--- src/rtl/button_debounce_bank.sv ---
// Debounces NUM_BTN buttons using debounceClk as a sampling strobe. Outputs are a clean level plus press and release pulses.
// Define DEBOUNCE_AUTO_REPEAT_EN to re-pulse btn_press while a button stays held.
module button_debounce_bank #(
  parameter int NUM_BTN      = 4,
  parameter int STABLE_TICKS = 4,
  parameter int REPEAT_DELAY = 32,
  parameter int REPEAT_RATE  = 8
) (
  input  logic               clk,
  input  logic               rst,
  input  logic               debounceClk,
  input  logic [NUM_BTN-1:0] btn_raw,
  output logic [NUM_BTN-1:0] btn_level,
  output logic [NUM_BTN-1:0] btn_press,
  output logic [NUM_BTN-1:0] btn_release
);

  typedef enum logic [1:0] {IDLE, PRESS_WAIT, PRESSED, RELEASE_WAIT} state_t;

  localparam logic [7:0] STABLE_N = 8'(STABLE_TICKS);

  logic [NUM_BTN-1:0] r_btn_meta;
  logic [NUM_BTN-1:0] r_btn_sync;
  logic               r_dbc_meta;
  logic               r_dbc_sync;
  logic               r_dbc_d;
  logic               w_tick;

  // NOTE: sequential state uses non-blocking assignments only, so every flop samples pre-edge values.
  always_ff @(posedge clk or posedge rst) begin
    if (rst) begin
      r_btn_meta <= '0;
      r_btn_sync <= '0;
      r_dbc_meta <= 1'b0;
      r_dbc_sync <= 1'b0;
      r_dbc_d    <= 1'b0;
    end else begin
      r_btn_meta <= btn_raw;
      r_btn_sync <= r_btn_meta;
      r_dbc_meta <= debounceClk;
      r_dbc_sync <= r_dbc_meta;
      r_dbc_d    <= r_dbc_sync;
    end
  end

  // One clk-wide strobe per debounceClk rising edge.
  assign w_tick = r_dbc_sync & ~r_dbc_d;

`ifndef DEBOUNCE_AUTO_REPEAT_EN
  // The repeat parameters only take effect when the feature is compiled in.
  logic w_unused_repeat_cfg;
  assign w_unused_repeat_cfg = ^{REPEAT_DELAY[0], REPEAT_RATE[0]};
`endif

  for (genvar i = 0; i < NUM_BTN; i++) begin : g_btn
    state_t     r_state;
    logic [7:0] r_cnt;
    logic       r_level;
    logic       r_press;
    logic       r_release;
    logic       w_s;
    logic [7:0] w_cnt_inc;

    assign w_s       = r_btn_sync[i];
    assign w_cnt_inc = r_cnt + 8'd1;

    assign btn_level[i]   = r_level;
    assign btn_press[i]   = r_press;
    assign btn_release[i] = r_release;

`ifdef DEBOUNCE_AUTO_REPEAT_EN
    logic [15:0] r_rep;
    logic        r_rep_first;
    logic [15:0] w_rep_inc;
    logic        w_rep_fire;

    assign w_rep_inc  = r_rep + 16'd1;
    assign w_rep_fire = (w_rep_inc == (r_rep_first ? 16'(REPEAT_DELAY) : 16'(REPEAT_RATE)));
`endif

    always_ff @(posedge clk or posedge rst) begin
      if (rst) begin
        r_state     <= IDLE;
        r_cnt       <= '0;
        r_level     <= 1'b0;
        r_press     <= 1'b0;
        r_release   <= 1'b0;
`ifdef DEBOUNCE_AUTO_REPEAT_EN
        r_rep       <= '0;
        r_rep_first <= 1'b1;
`endif
      end else begin
        r_press   <= 1'b0;
        r_release <= 1'b0;
        if (w_tick) begin
          unique case (r_state)
            IDLE: begin
              if (w_s) begin
                if (STABLE_N == 8'd1) begin
                  r_state <= PRESSED;
                  r_level <= 1'b1;
                  r_press <= 1'b1;
                  r_cnt   <= '0;
`ifdef DEBOUNCE_AUTO_REPEAT_EN
                  r_rep       <= '0;
                  r_rep_first <= 1'b1;
`endif
                end else begin
                  r_state <= PRESS_WAIT;
                  r_cnt   <= 8'd1;
                end
              end
            end
            PRESS_WAIT: begin
              if (!w_s) begin
                r_state <= IDLE;
                r_cnt   <= '0;
              end else if (w_cnt_inc >= STABLE_N) begin
                r_state <= PRESSED;
                r_level <= 1'b1;
                r_press <= 1'b1;
                r_cnt   <= '0;
`ifdef DEBOUNCE_AUTO_REPEAT_EN
                r_rep       <= '0;
                r_rep_first <= 1'b1;
`endif
              end else begin
                r_cnt <= w_cnt_inc;
              end
            end
            PRESSED: begin
              if (!w_s) begin
                if (STABLE_N == 8'd1) begin
                  r_state   <= IDLE;
                  r_level   <= 1'b0;
                  r_release <= 1'b1;
                  r_cnt     <= '0;
`ifdef DEBOUNCE_AUTO_REPEAT_EN
                  r_rep       <= '0;
                  r_rep_first <= 1'b1;
`endif
                end else begin
                  r_state <= RELEASE_WAIT;
                  r_cnt   <= 8'd1;
                end
              end
`ifdef DEBOUNCE_AUTO_REPEAT_EN
              // Repeat count survives a release glitch; only IDLE or a fresh acceptance restarts it.
              else if (w_rep_fire) begin
                r_press     <= 1'b1;
                r_rep       <= '0;
                r_rep_first <= 1'b0;
              end else begin
                r_rep <= w_rep_inc;
              end
`endif
            end
            RELEASE_WAIT: begin
              if (w_s) begin
                r_state <= PRESSED;
                r_cnt   <= '0;
              end else if (w_cnt_inc >= STABLE_N) begin
                r_state   <= IDLE;
                r_level   <= 1'b0;
                r_release <= 1'b1;
                r_cnt     <= '0;
`ifdef DEBOUNCE_AUTO_REPEAT_EN
                r_rep       <= '0;
                r_rep_first <= 1'b1;
`endif
              end else begin
                r_cnt <= w_cnt_inc;
              end
            end
            default: begin
              r_state <= IDLE;
              r_cnt   <= '0;
            end
          endcase
        end
      end
    end
  end

endmodule

--- config.mk ---
export PLATFORM = sky130hd
export DESIGN_NAME = button_debounce_bank
export DESIGN_NICKNAME = d
export VERILOG_FILES = /design/src/rtl/button_debounce_bank.sv
export SDC_FILE = /design/constraint.sdc
export NUM_CORES = 1
export LEC_CHECK = 0
export BUFFER_PORTS_ARGS = -buffer_cell sky130_fd_sc_hd__buf_2
export CORE_AREA = 4 4 82 84
export DETAILED_ROUTE_END_ITERATION = 16
export DIE_AREA = 0 0 86 88
export PLACE_DENSITY = 0.66
export SLEW_MARGIN = 40
export SYNTH_ARGS = -nofsm -noshare
export SYNTH_HDL_FRONTEND = slang
export SYNTH_SLANG_ARGS = --single-unit
--- constraint.sdc ---
create_clock -name clk -period 2.65 [get_ports clk]
set_clock_uncertainty 0.05 [all_clocks]
set_input_delay 0 -clock clk [delete_from_list [all_inputs] [get_ports clk]]
set_output_delay 0 -clock clk [all_outputs]
set_load 0.03 [all_outputs]
# Word level (Yosys, flattened, before mapping)
# Index checks and enable logic that the tools add are counted.
# classes
add_sub_neg,4
magnitude_cmp,4
n_eq_ne,44
mux,100
bitwise,2
reduce_logical,20
# ops
op,count
$mux 8,20
$pmux 8 s4,4
$mux 2,24
$ne 2x2->1 const B,24
$mux 1,44
$add 8x1->8 const B,4
$ge 8x3->1 const B,4
$pmux 2 s4,4
$ne 3x3->1 const B,8
$reduce_and 6->1,4
$reduce_and 5->1,4
$eq 2x2->1 const B,8
$reduce_and 3->1,4
$eq 2x1->1 const B,4
$logic_not 2->1,4
$pmux 1 s2,4
$reduce_bool 2->1,4
$and 1x1->1,1
$not 1->1,1
# totals
ff_bits,63
in_bits,7
out_inout_bits,12
elab_cells,199

# Depth between registers and ports, before layout
# Gate-level depths: netlist (run 1).
# logic_depth
depth_word,6
depth_mapped,7
mapped_depth_nobuf,7

# Worst setup path after synthesis (run 1)
# OpenSTA, ideal clock, no wires.
# synth_path
path_type,flip-flop to flip-flop
start,reg g_btn[3].r_cnt[4]
end,reg (tool-made name)
setup_ps,125
arrival_ps,1654
required_time_ps,2475
path_slack_ps,821
stages_incl_launch_ff,7
n_path_buf,0
period_less_slack_ps,1829
cell_sequence,dfrtp_1 -> a31o_1 -> a21oi_1 -> a31oi_1 -> or3_4 -> nand3_1 -> mux2_2
# synth_rtl
element,line,text
"start, declared",57,logic [7:0] r_cnt;
"start signal, assigned",128,r_cnt <= w_cnt_inc;
"start signal, assigned",172,r_cnt <= w_cnt_inc;

==> impl_metrics.yaml, run 1 <==
critical_path:
  regToRegStartpoint: "g_btn[1].r_cnt[0]"
  crit_type: "flip-flop to flip-flop"
  critPathLaunchType: "flip-flop"
  worst-path-max-fanout: 7
  required_ps: 2810
  worstPathArrival_ps: 2110
  r2r_slack_ps: 690
  reg2reg_depth: 6
  path_cells: "ha_1 > nor4b_1 > mux2i_1 > a21oi_2 > nor2_1 > mux2_2"
  cp-end-kind: "flip-flop"
  cp_slowest_cell: "dfrtp_1"
  startpoint: "g_btn[1].r_cnt[0]"
  critPathMaxStageDelay_ps: 420
power:
  power_mw: 2.19
  p_leak_nw: 1.42
  ir_drop_mv: 0.494
  powerDensity_mw_per_mm2: 720
floorplanning:
  core_area_mm2: 0.00592
  die_x_um: 86
  design.die.area_mm2: 0.00757
  initial_core_util_pct: 45.8
  num_rows: 28
  die_height_um: 88
  pin_count: 19
timing:
  max_freq_ghz: 0.511
  tightestPinTransition_ps: 589
  relSlewSlack_pct: 60.3
  tns_ps: 0
  setup_violations: 0
  period_needed_ps: 1960
  rsz0062_at_grt: "no"
  fin_crit_sh_pct: 73.8
  maxSlewViolCount: 0
  finalHoldViolations: 0
clocking:
  cts_setup_buffers: 0
  cts_resized: 0
  cts_tree: "done"
  cts_hold_buf: 6
  clock_latency_ps: 320
  h-tree-depth: 3
  cts_inserted_buffers: 9
  cts_sinks: 63
  cts.path.max_buffers: 2
  clk_pin_slew_ps: 60
  root_buffer: "clkbuf_8"
logic_synthesis:
  syn-cell-area_mm2: 0.00271
  ys_ff_latch: 63
  synth_edf_count: 0
  syn_area_per_cell_um2: 11.5
  yosys_warnings: 0
  synth_cell_types: 47
  synthDominantCellAreaShare_pct: 58.1
  syn_nets: 246
  postSynthCellCount: 235
  ys_seq_area_share_pct: 58.1
  ys.flop_type: "dfrtp_1"
  synth_area_leaders: "dfrtp_1 58%, and2_1 5.8%, buf_4 3.3%"
  synthArstFlopShare_pct: 100
  yosysTopAreaCell: "dfrtp_1"
detailed_routing:
  viasPerCell: 5.07
  num_vias: 1710
  drt_iter0_drc: 55
  drc: 0
  wl_um: 4160
  wl_per_cell_um: 12.3
  dr.pass1.iters: 4
  ant_nets: 0
place:
  routabilityCongestion: 0.753
  post_dp_cell_area_mm2: 0.00282
  io_buffer_count: 18
  dp_hpwl_um: 2800
finish:
  finalNetCount: 270
  nFillCells: 523
  area_delta_synth_final_pct: 12.3
  layout-drive-gt1-share_pct: 17.2
  antenna_cells: 0
  utilization_pct: 51.4
  fin_area_mm2: 0.00304
job:
  drv_cap: 0
grt:
  grtUsageTotal_pct: 12.5
  grt_max_degree: 37
  grt_pass1_vias: 1667
  antenna_found_initial: 0
  grt_pass1_wl_um: 7430
  grt_overflow: 0
outcome:
  run_status: "completed"
hold_path:
  hold_class: "primary input to async pin"
==> cells by family (layout without fill, tap and decap cells) <==
family / count (synthesis) / after routing / share of synthesized area [%]
DFF: 63 / 63 / 58.1
muxes: 7 / 7 / 2.81
and+or+nand+nor: 92 / 92 / 20.2
AOI/OAI and AO/OA: 43 / 43 / 10.5
adders and majority gates: 4 / 4 / 1.85
xor gates and xnor gates: 7 / 7 / 2.26
buffers and inverters: 19 / 46 / 4.29
==> area by class of cell <==
cell class / count / area, µm² / share of cell area (%)
sequential: 63 / 1580 / 51.8
tap: 75 / 93.8 / 3.08
timing repair buffer: 27 / 173 / 5.67
multi-input combinational: 153 / 1020 / 33.5
clock inverter: 1 / 5.00 / 0.164
inverter: 5 / 18.8 / 0.617
clock buffer: 13 / 159 / 5.22
==> sequential cells by signal, summed over array words and instances (netlist names), named ones only <==
name and count:
g_btn.r_level 4, r_dbc_sync 1, r_btn_sync 4, g_btn.r_press 4, g_btn.r_cnt 32, g_btn.r_state 4, r_dbc_d 1, g_btn.r_release 4
r_btn_meta 4, r_dbc_meta 1
==> layout by cell type (no fill, tap or decap), types with 5 or more instances in the layout <==
cell type,n
dlygate4sd3_1,6
and2_1,25
nand3_1,8
nor3b_1,5
dfrtp_1,63
nand2_1,15
buf_2,18
a21oi_1,5
o21ai_0,14
clkbuf_8,11
nor2_1,8
and3_1,6
==> worst min path at each step <==
stage / from / endpoint / slack (ps) / depth (start not counted)
3_5_place_dp: rst / g_btn[2].r_cnt[5] / 30 / 3
3_3_place_gp: rst / g_btn[2].r_cnt[5] / 40 / 3
2_1_floorplan: btn_raw[0] / r_btn_meta[0] / -20 / 0
6_report: rst / g_btn[2].r_cnt[5] / 230 / 4
4_1_cts: rst / g_btn[2].r_cnt[2] / 230 / 4
5_1_grt: rst / g_btn[2].r_cnt[2] / 260 / 4
==> metrics by stage <==
stage	hold WS (ps)	std cells	worst slack (ps)
2_1_floorplan	-18.6	235	821
3_3_place_gp	37.7	317	754
3_5_place_dp	34.6	317	683
4_1_cts	232	337	669
5_1_grt	261	337	580
6_report	233	337	694
==> power breakdown <==
| part | switching (mW) | internal (mW) | total [mW] |
|---|---|---|---|
| Combinational | 0.172 | 0.159 | 0.331 |
| Clock | 0.313 | 0.379 | 0.692 |
| Sequential | 0.109 | 1.06 | 1.17 |
| Total | 0.594 | 1.60 | 2.19 |
==> critical path: cells and delay by family, from the launching register on <==
kind,cells,cell delay [ps]
muxes,2,410
DFF,1,420
and+or+nand+nor,2,400
adders and majority gates,1,250
AOI/OAI and AO/OA,1,320
==> synth_stat cells, types with 2 or more instances <==
master,n
nand4_1,4
a21oi_1,5
nand3_1,8
a21o_1,2
nand2_1,15
nor2b_1,3
mux2i_1,2
o22a_1,2
xor2_1,4
nand2b_1,4
buf_4,12
and3_1,6
mux2_2,4
clkbuf_1,2
nor2_1,8
a211o_1,2
inv_1,5
and2_1,25
xnor2_1,3
a31oi_1,4
dfrtp_1,63
a21boi_0,2
nor3_1,3
nor3b_1,5
nor4_1,3
ha_1,4
o21ai_0,14
a31o_2,2
==> per-layer routing <==
layer	GRT usage, %	vias to the layer above	part of all wire [%]
li1	-	864	-
met1	16.6	823	50
met2	18.7	17	45
met3	3.01	6	2.9
met4	7.34	0	1.8
met5	0	-	0
Power figures use the tool's default switching activity.
==> run 2: changes to the inputs <==
- clock period: 2.65 -> 1.9 ns (I/O delays scaled with it)
==> impl_metrics.yaml, run 2 (same netlist as run 1, synthesis figures left out) <==
outcome:
  run_status: "completed"
floorplanning:
  num_rows: 28
  core_area_mm2: 0.00592
  design.die.area_mm2: 0.00757
  die_x_um: 86
  die_height_um: 88
  pin_count: 19
  initial_core_util_pct: 45.8
critical_path:
  worst-path-max-fanout: 3
  cp_slowest_cell: "or4_4"
  worstPathArrival_ps: 2070
  critPathLaunchType: "flip-flop"
  critPathMaxStageDelay_ps: 520
  crit_type: "flip-flop to flip-flop"
  cp-end-kind: "flip-flop"
  required_ps: 2120
  path_cells: "or4_4 > o31a_1 > buf_4 > mux2_2 > a21oi_2"
power:
  netSwitchingPower_mw: 0.923
  sw_frac_of_total_pct: 26.1
  p_int_mw: 2.62
  clkPwrFrac_pct: 36.6
  p_leak_nw: 1.54
  powerDensity_mw_per_mm2: 1070
  comb_power_share_pct: 17.6
  pwr-share-seq_pct: 45.8
  ir_drop_mv: 0.623
timing:
  period_needed_ps: 1850
  setup_violations: 0
  maxSlewViolCount: 0
  fin_crit_sh_pct: 97.4
  tightestPinTransition_ps: 587
  max_freq_ghz: 0.540
  relSlewSlack_pct: 60.4
  layout_setup_ws_ps: 49.3
  finalHoldViolations: 0
  tns_ps: 0
clocking:
  cts.path.max_buffers: 2
  cts_sinks: 63
  h-tree-depth: 3
  cts_tree: "done"
  clock_latency_ps: 340
  clk_pin_slew_ps: 60
  root_buffer: "clkbuf_8"
  cts_inserted_buffers: 9
grt:
  grt_pass1_vias: 1772
  grt_max_degree: 29
  grt_pass1_wl_um: 8140
  grt_overflow: 0
  grtUsageTotal_pct: 14.0
  antenna_found_initial: 0
detailed_routing:
  drt_iter0_drc: 74
  viasPerCell: 5.12
  wl_um: 4660
  num_vias: 1828
  wl_per_cell_um: 13.0
  ant_nets: 0
  drc: 0
  dr.pass1.iters: 4
finish:
  area_delta_synth_final_pct: 22.5
  finalNetCount: 288
  seq_area_mm2: 0.00158
  layout_commonest_cell: "dfrtp_1"
  nFillCells: 473
  largest_reg_flops: 32
  layout-drive-gt1-share_pct: 28.7
  multi_input_area_mm2: 0.00109
  mostFrequentLayoutCells: "60 x dfrtp_1, 25 x and2_1, 20 x buf_4"
  largest-register: "g_btn.r_cnt"
  antenna_cells: 0
place:
  io_buffer_count: 18
  routabilityCongestion: 0.809
  dp_hpwl_um: 2940
  pre_cts_slack_ps: 33.9
job:
  drv_cap: 0
hold_path:
  hold_class: "primary input to async pin"
run 2: timing repair:
item,in CTS,in global routing
buffers inserted,0,6
endpoints found under the setup margin,0,15
hold buffers,6,0
resized for setup,0,21
endpoints found under the hold margin,30,0
run 2: worst paths after layout:
path	endpoint	slack, ps	depth (start not counted)	startpoint
hold reg to reg	r_btn_sync[3]	300	0	r_btn_meta[3]
hold / removal	g_btn[1].r_cnt[4]	210	3	rst
setup / recovery	g_btn[2].r_cnt[0]	50	5	g_btn[2].r_cnt[3]
max in group asynchronous	g_btn[0].r_cnt[2]	950	4	rst
min in group clk	r_dbc_meta	250	2	debounceClk
setup reg to reg	g_btn[2].r_cnt[0]	50	5	g_btn[2].r_cnt[3]
run 2: worst max-delay path, delay by kind of cell, from the launching register on:
kind | cells | cell delay (ps)
DFF | 1 | 390
and+or+nand+nor | 1 | 520
AOI/OAI and AO/OA | 2 | 410
buffers and inverters | 1 | 150
muxes | 1 | 260
run 2: power groups by stage:
stage / clock (mW) / sequential, mW / combinational, mW
2_1_floorplan: 0 / 1.62 / 0.378
3_3_place_gp: 0 / 1.64 / 0.521
3_5_place_dp: 0 / 1.64 / 0.534
4_1_cts: 1.33 / 1.62 / 0.547
5_1_grt: 1.39 / 1.65 / 0.712
6_report: 1.30 / 1.62 / 0.623
run 2: layout make-up:
class,count,share of cell area [%]
clock inverter,3,1.96
multi-input combinational,153,32.9
sequential,63,47.6
clock buffer,13,4.78
timing repair buffer,45,9.38
tap,75,2.82
inverter,5,0.565
run 2: stage by stage:
step	power, mW	std cells	hold slack (ps)	utilization, %	cell area [µm²]
floorplan	1.99	235	-18.6	-	2710
global placement	2.16	329	43.0	49.2	2910
detailed placement	2.18	329	41.1	49.2	2910
CTS	3.50	351	220	54.0	3190
global route	3.74	357	260	56.1	3320
finish	3.54	357	209	56.1	3320
run 2: routing by layer:
metal | track usage (%) | part of all wire [%] | routed length [µm]
met1 | 17.7 | 46 | 2130
met2 | 21.2 | 48 | 2240
met3 | 3.67 | 3.5 | 165
met4 | 9.06 | 2.5 | 116
met5 | 0 | 0 | 0
==> run 3: changes to the inputs <==
- SETUP_SLACK_MARGIN: unset -> 0.2
==> impl_metrics.yaml, run 3 (same netlist as run 1, synthesis figures left out) <==
outcome:
  run_status: "completed"
finish:
  finalNetCount: 293
  utilization_pct: 59.8
  layout-drive-gt1-share_pct: 36.6
  instances_no_fill: 362
  largest_reg_flops: 32
  layout_commonest_cell: "dfrtp_1"
  mostFrequentLayoutCells: "58 x dfrtp_1, 25 x and2_1, 22 x buf_4"
  area_delta_synth_final_pct: 30.5
  nFillCells: 462
  fin_area_mm2: 0.00354
  antenna_cells: 0
  largest-register: "g_btn.r_cnt"
detailed_routing:
  drt_iter0_drc: 52
  drc: 0
  dr.pass1.iters: 4
  num_vias: 1864
  viasPerCell: 5.15
  wl_um: 4950
  ant_nets: 0
  wl_per_cell_um: 13.7
timing:
  tightestPinTransition_ps: 525
  maxSlewViolCount: 0
  finalHoldViolations: 0
  tns_ps: 0
  max_freq_ghz: 0.544
  fin_crit_sh_pct: 96.8
  relSlewSlack_pct: 65.0
  period_needed_ps: 1840
  rsz0062_at_grt: "yes"
  setup_violations: 0
power:
  p_leak_nw: 1.61
  ir_drop_mv: 0.643
  power_mw: 3.69
  powerDensity_mw_per_mm2: 1040
critical_path:
  required_ps: 2070
  critPathLaunchType: "flip-flop"
  crit_type: "flip-flop to flip-flop"
  worst-path-max-fanout: 5
  regToRegStartpoint: "g_btn[3].r_cnt[2]"
  worstPathArrival_ps: 2010
  cp-end-kind: "flip-flop"
  reg2reg_depth: 6
  r2r_slack_ps: 60
grt:
  grt_pass1_vias: 1861
  grt_overflow: 0
  antenna_found_initial: 0
  grtUsageTotal_pct: 14.8
  grt_pass1_wl_um: 8560
  grt_max_degree: 33
job:
  drv_cap: 0
floorplanning:
  pin_count: 19
  die_x_um: 86
  core_area_mm2: 0.00592
  initial_core_util_pct: 45.8
  die_height_um: 88
  num_rows: 28
  design.die.area_mm2: 0.00757
clocking:
  cts.path.max_buffers: 2
  cts_inserted_buffers: 9
  cts_tree: "done"
  clk_pin_slew_ps: 70
  clock_latency_ps: 340
  cts_sinks: 63
  h-tree-depth: 3
  root_buffer: "clkbuf_8"
place:
  io_buffer_count: 18
  routabilityCongestion: 0.732
  placed_cells: 320
  post_dp_cell_area_mm2: 0.00290
  dp_hpwl_um: 2890
hold_path:
  hold_class: "primary input to async pin"
==> run 3: changes by cell type in the layout (fill, tap and decap cells not counted), moves of 3 or more <==
cell,before,now
and3_1,5,2
and3_4,1,4
mux2_2,4,1
o21ai_0,12,6
o21ai_1,2,6
mux2_4,0,4
==> run 3: worst max path at each step <==
| stage | to | cells past startpoint | startpoint | slack (ps) |
|---|---|---|---|---|
| 2_1_floorplan | flip-flop | 6 | g_btn[3].r_cnt[1] | 120 |
| 3_5_place_dp | flip-flop | 6 | g_btn[3].r_cnt[1] | 40 |
| 3_3_place_gp | flip-flop | 6 | g_btn[3].r_cnt[1] | 80 |
| 6_report | flip-flop | 6 | g_btn[3].r_cnt[2] | 60 |
| 5_1_grt | flip-flop | 6 | g_btn[3].r_cnt[4] | 0.1 |
| 4_1_cts | g_btn[3].r_level | 6 | g_btn[3].r_cnt[2] | 70 |
==> run 3: metrics by stage <==
| step | hold WS (ps) | worst slack (ps) |
|---|---|---|
| detailed placement | 21.4 | 43.9 |
| CTS | 207 | 71.5 |
| finish | 199 | 61.3 |
| global route | 237 | 0.128 |
| floorplan | -18.6 | 119 |
| global placement | 20.1 | 79.5 |
==> run 3: power breakdown <==
part / internal [mW] / switching [mW]
Clock: 0.809 / 0.478
Combinational: 0.414 / 0.347
Sequential: 1.48 / 0.165
==> run 3: timing repair <==
item	in CTS	in global routing
hold buffers	6	0
endpoints found under the setup margin	13	31
pin swaps	14	15
gates resized for setup	20	31
buffers inserted	15	5
hold endpoints to repair	27	0
==> run 3: cell type report <==
cell class              instances  area, µm²  share of cell area [%]
flip-flops and latches         63       1580                    44.7
multi-input cells             153       1250                    35.3
repair buffers                 50        369                    10.4
clock buffers                  13        159                    4.49
well taps                      75       93.8                    2.65
clock inverters                 3       65.1                    1.84
inverters                       5       18.8                   0.530
==> run 3: worst max-delay path, cell delays in order, from the launching register on <==
cell     delay [ps]
dfrtp_2         450
a31o_1          230
a21oi_1         110
a31oi_1          60
or3_4           430
nand3_4         100
mux2_4          290
==> run 3: metal layers <==
metal	routed length (µm)	vias to the layer above	share of wire (%)	global-route usage [%]
li1	-	920	-	-
met1	2220	907	45	18.7
met2	2460	29	50	23.0
met3	194	8	3.9	4.42
met4	80	0	1.6	8.20
met5	0	-	0	0
